`config.mk`:
```
export PLATFORM = sky130hd
export DESIGN_NAME = screen_sequencer
export DESIGN_NICKNAME = d
export VERILOG_FILES = /design/src/rtl/screen_sequencer_pkg.sv /design/src/rtl/screen_sequencer_frame_tick.sv /design/src/rtl/screen_sequencer.sv
export SDC_FILE = /design/constraint.sdc
export NUM_CORES = 1
export LEC_CHECK = 0
export ABC_AREA = 1
export BUFFER_PORTS_ARGS = -buffer_cell sky130_fd_sc_hd__buf_2
export CAP_MARGIN = 30
export CORE_AREA = 2 2 67 69
export CTS_CLUSTER_SIZE = 30
export DETAILED_ROUTE_END_ITERATION = 12
export DIE_AREA = 0 0 69 71
export MAX_ROUTING_LAYER = met4
export PLACE_DENSITY = 0.81
export SLEW_MARGIN = 30
export SYNTH_ARGS = -nofsm -noshare
export SYNTH_HDL_FRONTEND = slang
export SYNTH_SLANG_ARGS = --single-unit
```
`constraint.sdc`:
```
create_clock -name clk -period 1.8 [get_ports clk]
set_input_delay 0.27 -clock clk [delete_from_list [all_inputs] [get_ports clk]]
set_output_delay 0.27 -clock clk [all_outputs]
set_load 0.02 [all_outputs]
```
`src/rtl/screen_sequencer_pkg.sv`:
```
// Shared definitions for the Battleship screen sequencer: VGA bounds, screen/state
// encodings and the request-flag record.
package screen_sequencer_pkg;

    localparam logic [15:0] H_VIS_MIN_DEF   = 16'd144;
    localparam logic [15:0] H_VIS_MAX_DEF   = 16'd783;
    localparam logic [15:0] V_VIS_MIN_DEF   = 16'd35;
    localparam logic [15:0] V_VIS_MAX_DEF   = 16'd514;
    localparam logic [15:0] H_LINE_END_DEF  = 16'd799;
    localparam logic [15:0] V_FRAME_END_DEF = 16'd524;
    localparam int unsigned BLANK_FRAMES_DEF = 8;

    localparam logic [1:0] SCR_START = 2'd0;
    localparam logic [1:0] SCR_BOARD = 2'd1;
    localparam logic [1:0] SCR_END   = 2'd2;
    localparam logic [1:0] SCR_BLANK = 2'd3;

    // State encoding equals the screen encoding so screen_sel is the state itself.
    typedef enum logic [1:0] {
        ST_START = SCR_START,
        ST_BOARD = SCR_BOARD,
        ST_END   = SCR_END,
        ST_BLANK = SCR_BLANK
    } state_e;

    typedef struct packed {
        logic game_over;
        logic turn_done;
        logic start_req;
    } req_t;

    function automatic logic in_span(input logic [15:0] x,
                                     input logic [15:0] lo,
                                     input logic [15:0] hi);
        return (x >= lo) && (x <= hi);
    endfunction

endpackage

```
`src/rtl/screen_sequencer_frame_tick.sv`:
```
// Combinational H/V decode: end-of-frame strobe and visible-area flag.
// Shared with the board renderer so both agree on the same window.
module vga_frame_tick
    import screen_sequencer_pkg::*;
#(
    parameter logic [15:0] H_VIS_MIN   = H_VIS_MIN_DEF,
    parameter logic [15:0] H_VIS_MAX   = H_VIS_MAX_DEF,
    parameter logic [15:0] V_VIS_MIN   = V_VIS_MIN_DEF,
    parameter logic [15:0] V_VIS_MAX   = V_VIS_MAX_DEF,
    parameter logic [15:0] H_LINE_END  = H_LINE_END_DEF,
    parameter logic [15:0] V_FRAME_END = V_FRAME_END_DEF
) (
    input  logic [15:0] h_count_i,
    input  logic [15:0] v_count_i,
    output logic        frame_tick_o,
    output logic        in_visible_o
);

    assign frame_tick_o = (h_count_i == H_LINE_END) && (v_count_i == V_FRAME_END);
    assign in_visible_o = in_span(h_count_i, H_VIS_MIN, H_VIS_MAX)
                       && in_span(v_count_i, V_VIS_MIN, V_VIS_MAX);

endmodule

```
`src/rtl/screen_sequencer.sv`:
```
// Screen controller: latches key/game events, switches screens only at frame
// boundaries through a black hand-over blank, and registers the 12-bit pixel.
module screen_sequencer
    import screen_sequencer_pkg::*;
#(
    parameter logic [15:0] H_VIS_MIN    = H_VIS_MIN_DEF,
    parameter logic [15:0] H_VIS_MAX    = H_VIS_MAX_DEF,
    parameter logic [15:0] V_VIS_MIN    = V_VIS_MIN_DEF,
    parameter logic [15:0] V_VIS_MAX    = V_VIS_MAX_DEF,
    parameter logic [15:0] H_LINE_END   = H_LINE_END_DEF,
    parameter logic [15:0] V_FRAME_END  = V_FRAME_END_DEF,
    parameter int unsigned BLANK_FRAMES = BLANK_FRAMES_DEF
) (
    input  logic        clk,
    input  logic        rst_n,
    input  logic [15:0] H_Counter_Value,
    input  logic [15:0] V_Counter_Value,
    input  logic        start_req,
    input  logic        turn_done,
    input  logic        game_over,
    input  logic [11:0] start_rgb,
    input  logic [11:0] board_rgb,
    input  logic [11:0] end_rgb,
    output logic [3:0]  Red,
    output logic [3:0]  Green,
    output logic [3:0]  Blue,
    output logic [1:0]  screen_sel,
    output logic        active_player,
    output logic        frame_tick,
    output logic        busy
);

    localparam logic [7:0] BLANK_LAST = 8'(BLANK_FRAMES - 1);

    logic        tick_raw;
    logic        in_visible;

    state_e      state_q,  state_d;
    state_e      target_q, target_d;
    logic        player_q, player_d;
    logic        flip_q,   flip_d;
    logic [7:0]  cnt_q,    cnt_d;
    req_t        pend_q,   pend_d;
    req_t        req_now;
    req_t        req_eff;
    logic [11:0] rgb_q,    rgb_d;
    logic [11:0] src_rgb;

    vga_frame_tick #(
        .H_VIS_MIN   (H_VIS_MIN),
        .H_VIS_MAX   (H_VIS_MAX),
        .V_VIS_MIN   (V_VIS_MIN),
        .V_VIS_MAX   (V_VIS_MAX),
        .H_LINE_END  (H_LINE_END),
        .V_FRAME_END (V_FRAME_END)
    ) u_frame_tick (
        .h_count_i    (H_Counter_Value),
        .v_count_i    (V_Counter_Value),
        .frame_tick_o (tick_raw),
        .in_visible_o (in_visible)
    );

    assign frame_tick = tick_raw & rst_n;

    // A pulse coinciding with the tick is folded in so it counts for that tick.
    assign req_now = '{game_over: game_over, turn_done: turn_done, start_req: start_req};
    assign req_eff = req_t'(pend_q | req_now);

    always_comb begin
        state_d  = state_q;
        target_d = target_q;
        player_d = player_q;
        flip_d   = flip_q;
        cnt_d    = cnt_q;
        pend_d   = req_eff;
        if (frame_tick) begin
            pend_d = '0;
            case (state_q)
                ST_START: begin
                    if (req_eff.start_req) begin
                        state_d  = ST_BLANK;
                        target_d = ST_BOARD;
                        player_d = 1'b0;
                        flip_d   = 1'b0;
                        cnt_d    = '0;
                    end
                end
                ST_BOARD: begin
                    if (req_eff.game_over) begin
                        state_d  = ST_BLANK;
                        target_d = ST_END;
                        flip_d   = 1'b0;
                        cnt_d    = '0;
                    end else if (req_eff.turn_done) begin
                        state_d  = ST_BLANK;
                        target_d = ST_BOARD;
                        flip_d   = 1'b1;
                        cnt_d    = '0;
                    end
                end
                ST_END: begin
                    if (req_eff.start_req) begin
                        state_d  = ST_BLANK;
                        target_d = ST_START;
                        flip_d   = 1'b0;
                        cnt_d    = '0;
                    end
                end
                default: begin
                    // Player hand-over happens on leaving the blank, never before.
                    if (cnt_q == BLANK_LAST) begin
                        state_d = target_q;
                        cnt_d   = '0;
                        flip_d  = 1'b0;
                        if (flip_q) begin
                            player_d = ~player_q;
                        end
                    end else begin
                        cnt_d = cnt_q + 8'd1;
                    end
                end
            endcase
        end
    end

    always_comb begin
        case (state_q)
            ST_START: src_rgb = start_rgb;
            ST_BOARD: src_rgb = board_rgb;
            ST_END:   src_rgb = end_rgb;
            default:  src_rgb = '0;
        endcase
        rgb_d = (in_visible && (state_q != ST_BLANK)) ? src_rgb : 12'h000;
    end

    always_ff @(posedge clk) begin
        if (!rst_n) begin
            state_q  <= ST_START;
            target_q <= ST_START;
            player_q <= 1'b0;
            flip_q   <= 1'b0;
            cnt_q    <= '0;
            pend_q   <= '0;
            rgb_q    <= '0;
        end else begin
            state_q  <= state_d;
            target_q <= target_d;
            player_q <= player_d;
            flip_q   <= flip_d;
            cnt_q    <= cnt_d;
            pend_q   <= pend_d;
            rgb_q    <= rgb_d;
        end
    end

    assign screen_sel    = state_q;
    assign busy          = (state_q == ST_BLANK);
    assign active_player = player_q;

    logic [3:0] chan [3];
    genvar gi;
    generate
        for (gi = 0; gi < 3; gi++) begin : g_chan
            assign chan[gi] = rgb_q[11 - 4*gi -: 4];
        end
    endgenerate

    assign Red   = chan[0];
    assign Green = chan[1];
    assign Blue  = chan[2];

endmodule

```
==> flow_summary.ini <==
[die]
die_w_um = 69
core_um2 = 4200
initial_core_util_pct = 44.0
core.rowCount = 24
dieArea_um2 = 4900
die_y_um = 71
boundaryPins = 90

[place]
place_ws_ns = 0.0301
portBuffers = 89
routabilityCongestion = 0.923
dp_hpwl_um = 4080
placed_cell_area_um2 = 2370
placed_cells = 430

[routing]
routed-via-count = 2187
ant_nets = 0
drtIter0Drc = 91
wl_per_cell_um = 11.7
vias_per_cell = 4.97
drc_errors = 0
drt_pre_antenna_iters = 4
drt_wl_total_um = 5160

[timing]
slew_viol_final = 0
tightest_slew_ns = 0.416
finalCriticalPeriod_ns = 1.65
finalClockSkew_ns = 0.00417
period_share_pct = 91.4
relSlewSlack_pct = 72.2
setup-tns-final_ns = 0
grt_setup_unrepaired = false
setup_ws_ns = 0.154
setup_viol = 0
fmax_mhz = 608
hold_viol = 0

[hold_path]
hp-class = input pin to flip-flop
min-delay-start = turn_done

[logic_synthesis]
synthCells = 291
synthXorXnorAreaFrac_pct = 0.947
syn_nets = 369
ys_ff_latch = 29
synth_common_cells = 66 x nand2_1, 44 x nor2_1, 32 x inv_1, 30 x a21oi_1, 29 x dfxtp_1
synthFlopType = dfxtp_1
async_flop_share_pct = 0
ys_seq_area_share_pct = 31.4
synth_top_area_cell = dfxtp_1
synth_edf_count = 0
synth_mux_area_share_pct = 0
synth-simple-area-share_pct = 39.4
synth_top_area_share_pct = 31.4
synth_top_family_by_area = simple AND/OR/NAND/NOR gates
synth_fa_ha_area_share_pct = 3.38
ys_types = 25
synth_most_common_cell = nand2_1
synth_compound_area_share_pct = 15.8
yosysWarnings = 0
syn_area_um2 = 1850
avgSynthCellArea_um2 = 6.36
yosys-top-cells-area = dfxtp_1 31%, nand2_1 13%, nor2_1 8.9%, a21oi_1 8.1%, inv_1 6.5%

[power]
vdd_drop_max_mv = 0.255
leakagePower_nw = 1.26
p_per_area_nw_per_um2 = 569
p_total_mw = 1.42

[final_layout]
final_cells = 440
drive_above_1_share_pct = 31.7
antennaDiodeCount = 0
finalNetCount = 465
design_area_um2 = 2490
n_fill_cell = 402
syn2layout_area_growth_pct = 34.4

[clocking]
ctsRootBufferMaster = clkbuf_8
clk_pin_slew_ns = 0.06
clk_path_buf_depth = 2
cts_tree = done
htreeDepth = 2
numCtsBuffers = 5
clock_sinks = 29
clkLatencyLatePin_ns = 0.28

[worst_setup_path]
r2r-start = cnt_q[0]
critPathLaunch = cnt_q[0]
path_common_cell = nor2_1
cp-end-kind = flip-flop
crit_required_ns = 1.97
cpMaxStageDelayCell = dfxtp_1
path_class = flip-flop to flip-flop
worstPathCellList = ha_1 -> nand3_1 -> nor2_1 -> a21oi_1 -> nor2_1 -> nand3_1 -> nand2_1 -> nor2_1
worst_setup_path_start_kind = flip-flop
cp.arrival_ns = 1.82
critical-path-max-stage-delay_ns = 0.38
crit_fanout = 4

[global_route]
track_usage_pct = 21.9
antenna_found_initial = 0
grt_pass1_vias = 2002
grt_max_degree = 13
gr-total-overflow = 0
grt_first_pass_wirelength_um = 8690

[run]
cap_violations = 0

[outcome]
outcome = completed
==> stage by stage <==
stage | util [%] | hold WS (ns)
2_1_floorplan | - | 0.391
3_5_place_dp | 56.4 | 0.455
5_1_grt | 59.2 | 0.260
4_1_cts | 58.8 | 0.249
3_3_place_gp | 56.4 | 0.450
6_report | 59.2 | 0.253
==> cell type report <==
class / count / area [µm²] / area share, %
Clock buffer: 7 / 96.3 / 3.87
Tap cell: 52 / 65.1 / 2.62
Sequential cell: 29 / 582 / 23.4
Clock inverter: 1 / 5.00 / 0.201
Inverter: 35 / 131 / 5.28
Multi-Input combinational cell: 219 / 1100 / 44.3
Timing Repair Buffer: 97 / 505 / 20.3
==> worst max-delay path: cells and delay by family, from the launching register on <==
| family | cells | cell delay [ns] |
|---|---|---|
| fa+ha+maj | 1 | 0.23 |
| compound gates | 1 | 0.11 |
| simple gates | 6 | 0.81 |
| flops | 1 | 0.38 |
==> flip-flops by register name, summed over array words and instances (netlist names) <==
signal	cells
screen_sel	2
target_q	2
flip_q	1
pend_q	3
chan	12
cnt_q	8
active_player	1
==> layer usage <==
metal / track usage (%) / share of wire, % / up-vias
met4: 7.63 / 1.0 / 0
li1: - / - / 1136
met5: - / 0 / -
met1: 25.1 / 43 / 972
met3: 5.41 / 7.6 / 6
met2: 37.5 / 49 / 73
==> repair_timing <==
item,4_1_cts,5_1_grt
setup buffers,0,2
hold buffers,0,0
gates resized for setup,0,2
endpoints found under the setup margin,0,11
endpoints found under the hold margin,0,0
==> where the power goes <==
group	switching [mW]	internal, mW
combinational	0.0916	0.0898
sequential	0.00106	0.647
clock	0.242	0.345
total	0.335	1.08
==> final timing paths <==
check	end	slack (ns)	cells past startpoint
setup / recovery	active_player	0.15	8
hold / removal	pend_q[1]	0.25	3
setup reg to reg	active_player	0.15	8
hold reg to reg	target_q[0]	0.46	2
==> placed cells by master, fill, tap and decap left out <==
master / netlist / routed
or3_1: 1 / 1
buf_2: 5 / 89
nand2_1: 66 / 66
o21ai_1: 0 / 1
clkbuf_8: 0 / 7
dfxtp_1: 29 / 28
nor2_4: 1 / 1
nor3b_1: 3 / 3
inv_1: 32 / 32
nor3_1: 19 / 19
nand3b_1: 1 / 1
inv_2: 3 / 3
or2_2: 3 / 3
nand2_2: 5 / 5
dfxtp_2: 0 / 1
xnor2_1: 1 / 1
nor2_2: 4 / 4
ha_1: 5 / 5
a22o_1: 12 / 12
buf_4: 0 / 8
a211oi_1: 1 / 1
nor3_4: 1 / 1
xor2_1: 1 / 1
clkinv_2: 0 / 1
a21oi_1: 30 / 30
nand4_1: 6 / 6
nor2_1: 44 / 44
o21ai_0: 6 / 5
nand3_1: 9 / 9
==> logic make-up after synthesis <==
kind of cell               Yosys count
and+or+nand+nor                    163
AOI/OAI and AO/OA                   49
buffers and inverters               43
DFF                                 29
adders and majority gates            5
xor gates and xnor gates             2
Power figures use the tool's default switching activity.
